`src/rtl/mem_access_ctrl.sv`:
```
// MEM-stage data-memory access controller: IDLE/BUSY/DONE handshake to a single-ack data bus.
// Optional BUSY-state timeout abort is compiled in when DMEM_TIMEOUT_EN is defined.
module mem_access_ctrl #(
  parameter int TIMEOUT_CYCLES = 16
) (
  input  logic        clk,
  input  logic        reset,
  input  logic        mem_read,
  input  logic        mem_write,
  input  logic [31:0] addr,
  input  logic [31:0] wdata,
  output logic        stall,
  output logic [31:0] rdata_out,
  output logic        bus_req,
  output logic        bus_we,
  output logic [31:0] bus_addr,
  output logic [31:0] bus_wdata,
  input  logic        bus_ack,
  input  logic [31:0] bus_rdata,
  output logic        bus_err
);

  localparam logic [1:0] IDLE = 2'd0;
  localparam logic [1:0] BUSY = 2'd1;
  localparam logic [1:0] DONE = 2'd2;

  logic [1:0] state;
  logic [1:0] nextState;
  logic       reqPresent;
  logic       startXfer;
  logic       ackXfer;
  logic       timeoutHit;

  // The timeout counter is 8 bits wide, so the limit must fit in it.
  if (TIMEOUT_CYCLES < 1 || TIMEOUT_CYCLES > 256) begin : gBadTimeout
    $error("TIMEOUT_CYCLES must be in 1..256");
  end

  assign reqPresent = mem_read | mem_write;
  assign startXfer  = (state == IDLE) && reqPresent;
  assign ackXfer    = (state == BUSY) && bus_ack;
  assign stall      = startXfer || (state == BUSY);

`ifdef DMEM_TIMEOUT_EN
  logic [7:0] timeoutCount;

  always_ff @(posedge clk) begin
    if (reset) begin
      timeoutCount <= 8'd0;
    end else if (startXfer) begin
      timeoutCount <= 8'd0;
    end else if ((state == BUSY) && !bus_ack) begin
      timeoutCount <= timeoutCount + 8'd1;
    end
  end

  // An ack on the limit cycle takes priority over the abort.
  assign timeoutHit = (state == BUSY) && !bus_ack &&
                      (timeoutCount == 8'(TIMEOUT_CYCLES - 1));

  always_ff @(posedge clk) begin
    if (reset) begin
      bus_err <= 1'b0;
    end else if (timeoutHit) begin
      bus_err <= 1'b1;
    end
  end
`else
  assign timeoutHit = 1'b0;
  assign bus_err    = 1'b0;
`endif

  always_comb begin
    nextState = state;
    case (state)
      IDLE:    if (reqPresent) nextState = BUSY;
      BUSY:    if (bus_ack || timeoutHit) nextState = DONE;
      DONE:    nextState = IDLE;
      default: nextState = IDLE;
    endcase
  end

  // bus_req is registered from the next state so it is high exactly in BUSY cycles.
  always_ff @(posedge clk) begin
    if (reset) begin
      state     <= IDLE;
      bus_req   <= 1'b0;
      bus_we    <= 1'b0;
      bus_addr  <= 32'd0;
      bus_wdata <= 32'd0;
      rdata_out <= 32'd0;
    end else begin
      state   <= nextState;
      bus_req <= (nextState == BUSY);
      if (startXfer) begin
        bus_addr  <= addr;
        bus_wdata <= wdata;
        bus_we    <= mem_write;
      end
      if (ackXfer && !bus_we) begin
        rdata_out <= bus_rdata;
      end else if (timeoutHit) begin
        rdata_out <= 32'd0;
      end
    end
  end

endmodule

```
`config.mk`:
```
export PLATFORM = sky130hd
export DESIGN_NAME = mem_access_ctrl
export DESIGN_NICKNAME = d
export VERILOG_FILES = /design/src/rtl/mem_access_ctrl.sv
export SDC_FILE = /design/constraint.sdc
export NUM_CORES = 1
export LEC_CHECK = 0
export CELL_PAD_IN_SITES_DETAIL_PLACEMENT = 0
export CELL_PAD_IN_SITES_GLOBAL_PLACEMENT = 1
export CORE_MARGIN = 8
export CORE_UTILIZATION = 31
export DETAILED_ROUTE_END_ITERATION = 12
export GPL_TIMING_DRIVEN = 1
export PLACE_DENSITY = 0.9
export SLEW_MARGIN = 15
export SYNTH_ARGS = -nofsm -noshare
export SYNTH_HDL_FRONTEND = slang
export SYNTH_SLANG_ARGS = --single-unit
```
`constraint.sdc`:
```
create_clock -name clk -period 2.6 [get_ports clk]
set_input_delay 0.39 -clock clk [delete_from_list [all_inputs] [get_ports clk]]
set_output_delay 0.39 -clock clk [all_outputs]
set_load 0.05 [all_outputs]
```
==> summary.txt, run 1 <==
CTS
  – CTS Buf Count: 9
  – Clk slew on worst S/H paths: approximately 0.07 ns
  – Worst skew pair latency: between 0.3 and 0.4 ns
  – TritonCTS clock tree: yes
  – Post-CTS setup buffer count: 0
  – Clock sink count: 100
  – CTS max path bufs: 2
  – Post-cts resize count: 0
  – Hold-fix buffers, CTS: 0
  – Root Buffer: clkbuf_16
  – H-tree lvl count: 3

Outcome
  – Run status: complete, no violations

Setup path
  – Kind of cell adding the most delay to the critical path: buffers and inverters
  – Max stage delay on crit path: between 0.8 and 0.9 ns
  – WS Path Type: flop to primary output
  – Worst Setup End Kind: primary output
  – Slowest cell on crit path: clkdlybuf4s50_1
  – CP Launch Type: flop
  – Worst path bufs/invs: 1
  – CP max FO: 4
  – Worst EP arrival: 1.54 ns
  – WP data required: 2.21 ns
  – Crit-path cells: clkdlybuf4s50_1

STA
  – RSZ-0062 raised after global routing: false
  – Slew headroom: 0.412
  – Count of final setup violators: 0
  – Final slew viol count: 0
  – Final Hold Fails: 0
  – Slack of the critical path: 0.669 ns
  – Worst-Margin Slew: 0.883 ns
  – Max Fclk: 518 MHz
  – Clk_skew: around 0.0057 ns
  – Hold WS: around 0.46 ns
  – Final period utilization: 0.743
  – Setup_tns: 0 ns
  – Final Critical Period: 1.93 ns

Yosys
  – Distinct cells, synth: 20
  – Syn_nets: around 540
  – Mean area per synthesized cell: between 9 and 10 um^2
  – Compound-Gate Fraction of Synth Area: 0.0449
  – Post-Synth XOR/XNOR Area: 0
  – Top cell type by total area after synthesis: dfxtp_1
  – Seq/Total Area, Yosys: 0.485
  – Post-synthesis instance area: roughly 0.0041 mm^2
  – Synth Area in Simple Gates: 0.272
  – Fraction of the mapped netlist area in adder cells: 0
  – Gate count after technology mapping: between 400 and 500
  – Largest family of logic cells by synthesized area: simple AND/OR/NAND/NOR gates
  – Top cells by area, synth: dfxtp_1 49%, nand2b_1 20%, mux2i_1 16%
  – Yosys warnings: 0
  – Post-synthesis mux area share: 0.155
  – Synth top area share: 0.485
  – Yosys reg bits: 100

Detailed routing
  – Via density: between 4 and 5
  – Drt total wl: 11,600 um
  – Initial drt markers: between 150 and 200
  – Routed wire per std cell: between 10 and 15 um
  – Post-route DRC: 0
  – DRT antenna net count: 0
  – TritonRoute pass-1 iters: 4
  – Vias: roughly 3,500

Power and ir drop
  – VDD IR max: 0.273 mV
  – Pwr per Cell Area: roughly 630 mW/mm^2
  – Cell leakage power: 2.46 nW

Global route
  – Gr ovfl total: 0
  – First-pass GRT wire length: 18,900 um
  – Total GRT Usage: 0.133
  – Initial antenna violation count: 0
  – Largest net degree at the start of global routing: ~170
  – Vias in the first global route: about 3,500

Final layout
  – Layout cells sized above 1: 0.0419
  – Fillers: 1,217
  – FF+latch area: 0.00200 mm^2
  – Area delta synth->final: 57.5%
  – Inserted Diodes: 0
  – Area of the multi-input gates: roughly 0.002 mm^2
  – Net count, final: 716
  – Final instance area: between 0.006 and 0.007 mm^2

Floorplanning
  – DIE AREA: approximately 0.017 mm^2
  – Core area: between 0.01 and 0.015 mm^2
  – DIE HEIGHT: approximately 130 um
  – Starting density of the core: 0.314
  – Die X-Extent: 131 um
  – FP Rows: 42
  – Top-level I/O count: between 200 and 250

Place
  – I/O Buffers: around 200
  – Hpwl dp: 8430 um
  – Placed cell area: 0.00621 mm^2
  – Post-place setup slack: about 0.65 ns
  – Routability cong.: 0.802

Flow run
  – Max cap viols: 0

Worst hold path
  – Class of the worst hold path: flop to flop
## cell usage after synthesis
cell         n
nand2b_1   129
nor3_1       1
nand4bb_1    1
or4b_2       1
nor3_2       1
nand2_1     64
clkbuf_1    17
conb_1       1
o21ba_2      2
nor3b_1      1
nor4bb_1     1
o21ai_0      1
buf_2       12
dfxtp_1    100
buf_6        3
a21oi_1     32
mux2i_1     64
buf_4        2
nor2_1       2
and4bb_2     1
## power by group
part	switching, mW	total [mW]	internal, mW	leakage (nW)
clock	0.580	1.25	0.671	0.127
combinational	0.662	1.14	0.479	1.51
sequential	0.0651	1.72	1.65	0.822
## state kept, by name, summed over array words and instances, names as in the netlist
name,count
bus_addr,32
bus_req,1
bus_wdata,32
bus_we,1
rdata_out,32
state,2
## final timing paths
kind / cells past startpoint / slack, ns / endpoint / from
setup / recovery: 1 / 0.67 / bus_we / bus_we
hold / removal: 2 / 0.46 / rdata_out[24] / rdata_out[24]
setup reg to reg: 3 / 1.08 / rdata_out[7] / state[0]
hold reg to reg: 2 / 0.46 / rdata_out[24] / rdata_out[24]
## metrics by stage
step / util / power [mW] / cells
floorplan: - / 2.45 / 436
global placement: 0.473 / 2.89 / 780
detailed placement: 0.473 / 2.90 / 780
CTS: 0.494 / 4.18 / 796
global route: 0.494 / 4.31 / 796
finish: 0.494 / 4.11 / 796
## final cells by class
cell class              count  area share
flip-flops and latches    100       0.308
multi-input cells         302       0.301
repair buffers            202       0.314
clock inverters             6     0.00616
well taps                 176      0.0339
clock buffers              10      0.0368
## cells by family after synthesis
logic type             count (synthesis)
AOI/OAI and AO/OA                     35
buffers and inverters                 34
DFF                                  100
muxes                                 64
other                                  1
and+or+nand+nor                      202
## cell usage in the layout (no fill, tap or decap), types with 2 or more instances in the layout
cell type	netlist	layout
nand2_1	64	64
clkinvlp_4	0	4
clkdlybuf4s50_1	0	197
buf_4	2	2
mux2i_1	64	64
o21ba_2	2	2
clkinv_2	0	2
a21oi_1	32	32
buf_12	0	2
dfxtp_1	100	100
clkbuf_16	0	9
nand2b_1	129	129
nor2_1	2	2
## per-layer routing
layer	share of wire	up-vias	GRT usage
met3	0.099	13	0.0595
met2	0.44	131	0.206
met1	0.44	1570	0.159
met4	0.016	0	0.0536
li1	-	1756	-
met5	0	-	0
Power figures use the tool's default switching activity.
==> run 2: changes to the inputs <==
--- a/config.mk
+++ b/config.mk
@@ -8,10 +8,10 @@
 export CELL_PAD_IN_SITES_DETAIL_PLACEMENT = 0
 export CELL_PAD_IN_SITES_GLOBAL_PLACEMENT = 1
 export CORE_MARGIN = 8
-export CORE_UTILIZATION = 31
+export CORE_UTILIZATION = 29
 export DETAILED_ROUTE_END_ITERATION = 12
 export GPL_TIMING_DRIVEN = 1
-export PLACE_DENSITY = 0.9
+export PLACE_DENSITY = 0.86
 export SLEW_MARGIN = 15
 export SYNTH_ARGS = -nofsm -noshare
 export SYNTH_HDL_FRONTEND = slang
==> constraint.sdc (replaced) <==
create_clock -name clk -period 1.9 [get_ports clk]
set_input_delay 0.285 -clock clk [delete_from_list [all_inputs] [get_ports clk]]
set_output_delay 0.285 -clock clk [all_outputs]
set_load 0.05 [all_outputs]
==> run 2 against run 1 <==
Worst hold slack got worse by 0.030 ns. Sequential power is 37% higher. Register-to-register slack worse by 0.55 ns. Via count is 0.46% lower. Worst setup slack worse by 0.60 ns. Count of clock-buffer cells in the layout grew 2. Critical path depth unchanged. Non-clock buffer count is 9 higher. Total power grew 41%. First-iteration DRC count down 25%. Critical endpoint unchanged. Largest power group unchanged. Highest routed layer unchanged.
==> summary.txt, run 2 (same netlist as run 1, synthesis figures left out) <==
Floorplanning
  – DIE HEIGHT: 135 um (+3.0%)
  – Starting density of the core: 0.297 (-0.0168)
  – Top-level I/O count: 201 (unchanged)
  – Core area: 0.0139 mm^2 (+5.7%)
  – FP Rows: 43 (+2.4%)
  – Die X-Extent: 135 um (+3.0%)
  – DIE AREA: 0.0183 mm^2 (+6.0%)

STA
  – Final period utilization: 0.962
  – Clk_skew: 0.00814 ns (+0.00242 ns)
  – Final Hold Fails: 0 (unchanged)
  – Final Critical Period: roughly 1.8 ns
  – Slew headroom: 0.644 (+0.233)
  – Count of final setup violators: 0 (unchanged)
  – Final slew viol count: 0 (unchanged)
  – Worst-Margin Slew: 0.532 ns (-0.351 ns)
  – Max Fclk: 547 MHz
  – Setup_tns: 0 ns (unchanged)
  – RSZ-0062 raised after global routing: false

Setup path
  – Worst path bufs/invs: 1 (unchanged)
  – Setup crit start: bus_we
  – Kind of cell adding the most delay to the critical path: buffers and inverters
  – CP Launch Type: flop
  – Slowest cell on crit path: clkdlybuf4s50_1
  – Max stage delay on crit path: 0.84 ns (about the same)
  – WP data required: 1.62 ns (-0.59 ns)
  – Worst Setup End Kind: primary output
  – Worst EP arrival: 1.54 ns (about the same)
  – Reg-to-Reg Start: state[1]
  – Crit-path cells: clkdlybuf4s50_1
  – WS Path Type: flop to primary output
  – CP max FO: 4 (unchanged)

Global route
  – Initial antenna violation count: 0 (unchanged)
  – Largest net degree at the start of global routing: 89 (-46%)
  – First-pass GRT wire length: 18,100 um (-4.4%)
  – Gr ovfl total: 0 (unchanged)
  – Total GRT Usage: 0.121 (-0.0124)
  – Vias in the first global route: 3,695 (+5.0%)

Place
  – I/O Buffers: 199 (unchanged)
  – Placed cell area: 0.00634 mm^2 (+2.0%)
  – Routability cong.: 0.726 (-9.5%)
  – Hpwl dp: 8590 um (+1.9%)

Detailed routing
  – Routed wire per std cell: 14.2 um (-2.3%)
  – DRT antenna net count: 0 (unchanged)
  – Via density: 4.28 (-1.8%)
  – Drt total wl: 11,400 um (-0.95%)
  – Vias: 3,454 (-0.46%)
  – Initial drt markers: 114 (-25%)
  – TritonRoute pass-1 iters: 4 (unchanged)
  – Post-route DRC: 0 (unchanged)

CTS
  – Root Buffer: clkbuf_16
  – TritonCTS clock tree: yes
  – Clock sink count: 100 (unchanged)
  – Post-cts resize count: 0 (unchanged)
  – Post-CTS setup buffer count: 0 (unchanged)
  – Clk slew on worst S/H paths: 0.06 ns (about the same)
  – Worst skew pair latency: 0.34 ns (about the same)
  – CTS Buf Count: 9 (unchanged)
  – Hold-fix buffers, CTS: 0 (unchanged)
  – H-tree lvl count: 3 (unchanged)
  – CTS max path bufs: 2 (unchanged)

Final layout
  – Layout cells sized above 1: 0.0510 (+0.00910)
  – Final instance area: 0.00663 mm^2 (+2.0%)
  – Commonest cells after routing, fill and taps aside: 197 x clkdlybuf4s50_1, 129 x nand2b_1, 100 x dfxtp_1
  – Commonest non-fill, non-tap cell in the layout: clkdlybuf4s50_1
  – Area delta synth->final: 60.7%
  – Inserted Diodes: 0 (unchanged)
  – Net count, final: 725 (+1.3%)
  – Regs by FF count: bus_addr: 32 flops, bus_wdata: 32 flops, rdata_out: 32 flops
  – Fillers: 1,319 (+8.4%)

Flow run
  – Max cap viols: 0 (unchanged)

Power and ir drop
  – Pwr per Cell Area: 871 mW/mm^2 (+38%)
  – VDD IR max: 0.437 mV (+60%)
  – Cell leakage power: 2.53 nW (+3.2%)

Worst hold path
  – Hold Path Origin: reset
  – Class of the worst hold path: primary input to flop

Outcome
  – Run status: complete, no violations
-- run 2: changes by cell type in the layout (fill, tap and decap cells not counted), sizes merged --
cell	delta
bufinv	+1
buf	+9
clkinvlp	-4
clkbuf	+2
clkinv	-1
-- run 2: power breakdown --
| group | internal, mW | leakage [nW] | switching (mW) |
|---|---|---|---|
| clock network | 1.08 | 0.145 | 0.741 |
| logic | 0.691 | 1.57 | 0.908 |
| registers | 2.26 | 0.822 | 0.0966 |
| total | 4.03 | 2.53 | 1.75 |
-- run 2: layout make-up --
class                   instances  area, um^2  area share
flip-flops and latches        100        2000       0.302
multi-input cells             302        1960       0.295
well taps                     180         225      0.0340
repair buffers                211        2150       0.325
clock inverters                 2        35.0     0.00529
clock buffers                  12         256      0.0387
-- run 2: metal layers --
layer	up-vias	GRT usage	routed length, um
met5	-	0	0
met4	0	0.0481	159
met3	11	0.0571	1190
met2	142	0.187	4860
met1	1533	0.141	5240
li1	1768	-	-
-- run 2: final timing paths --
path | slack (ns) | cells past startpoint | to
worst min-delay path | 0.43 | 2 | rdata_out[2]
worst max-delay path | 0.07 | 1 | bus_we
worst min register to register | 0.45 | 2 | rdata_out[4]
worst max register to register | 0.53 | 4 | bus_addr[20]
-- run 2: stage by stage --
step / cells / worst slack (ns) / hold slack, ns / power (mW) / util
CTS: 807 / 0.0514 / 0.416 / 5.87 / 0.477
finish: 807 / 0.0728 / 0.426 / 5.77 / 0.477
global route: 807 / 0.0278 / 0.441 / 6.01 / 0.477
floorplan: 436 / 0.468 / 0.421 / 3.36 / -
global placement: 793 / 0.191 / 0.442 / 4.00 / 0.456
detailed placement: 793 / 0.135 / 0.452 / 4.02 / 0.456
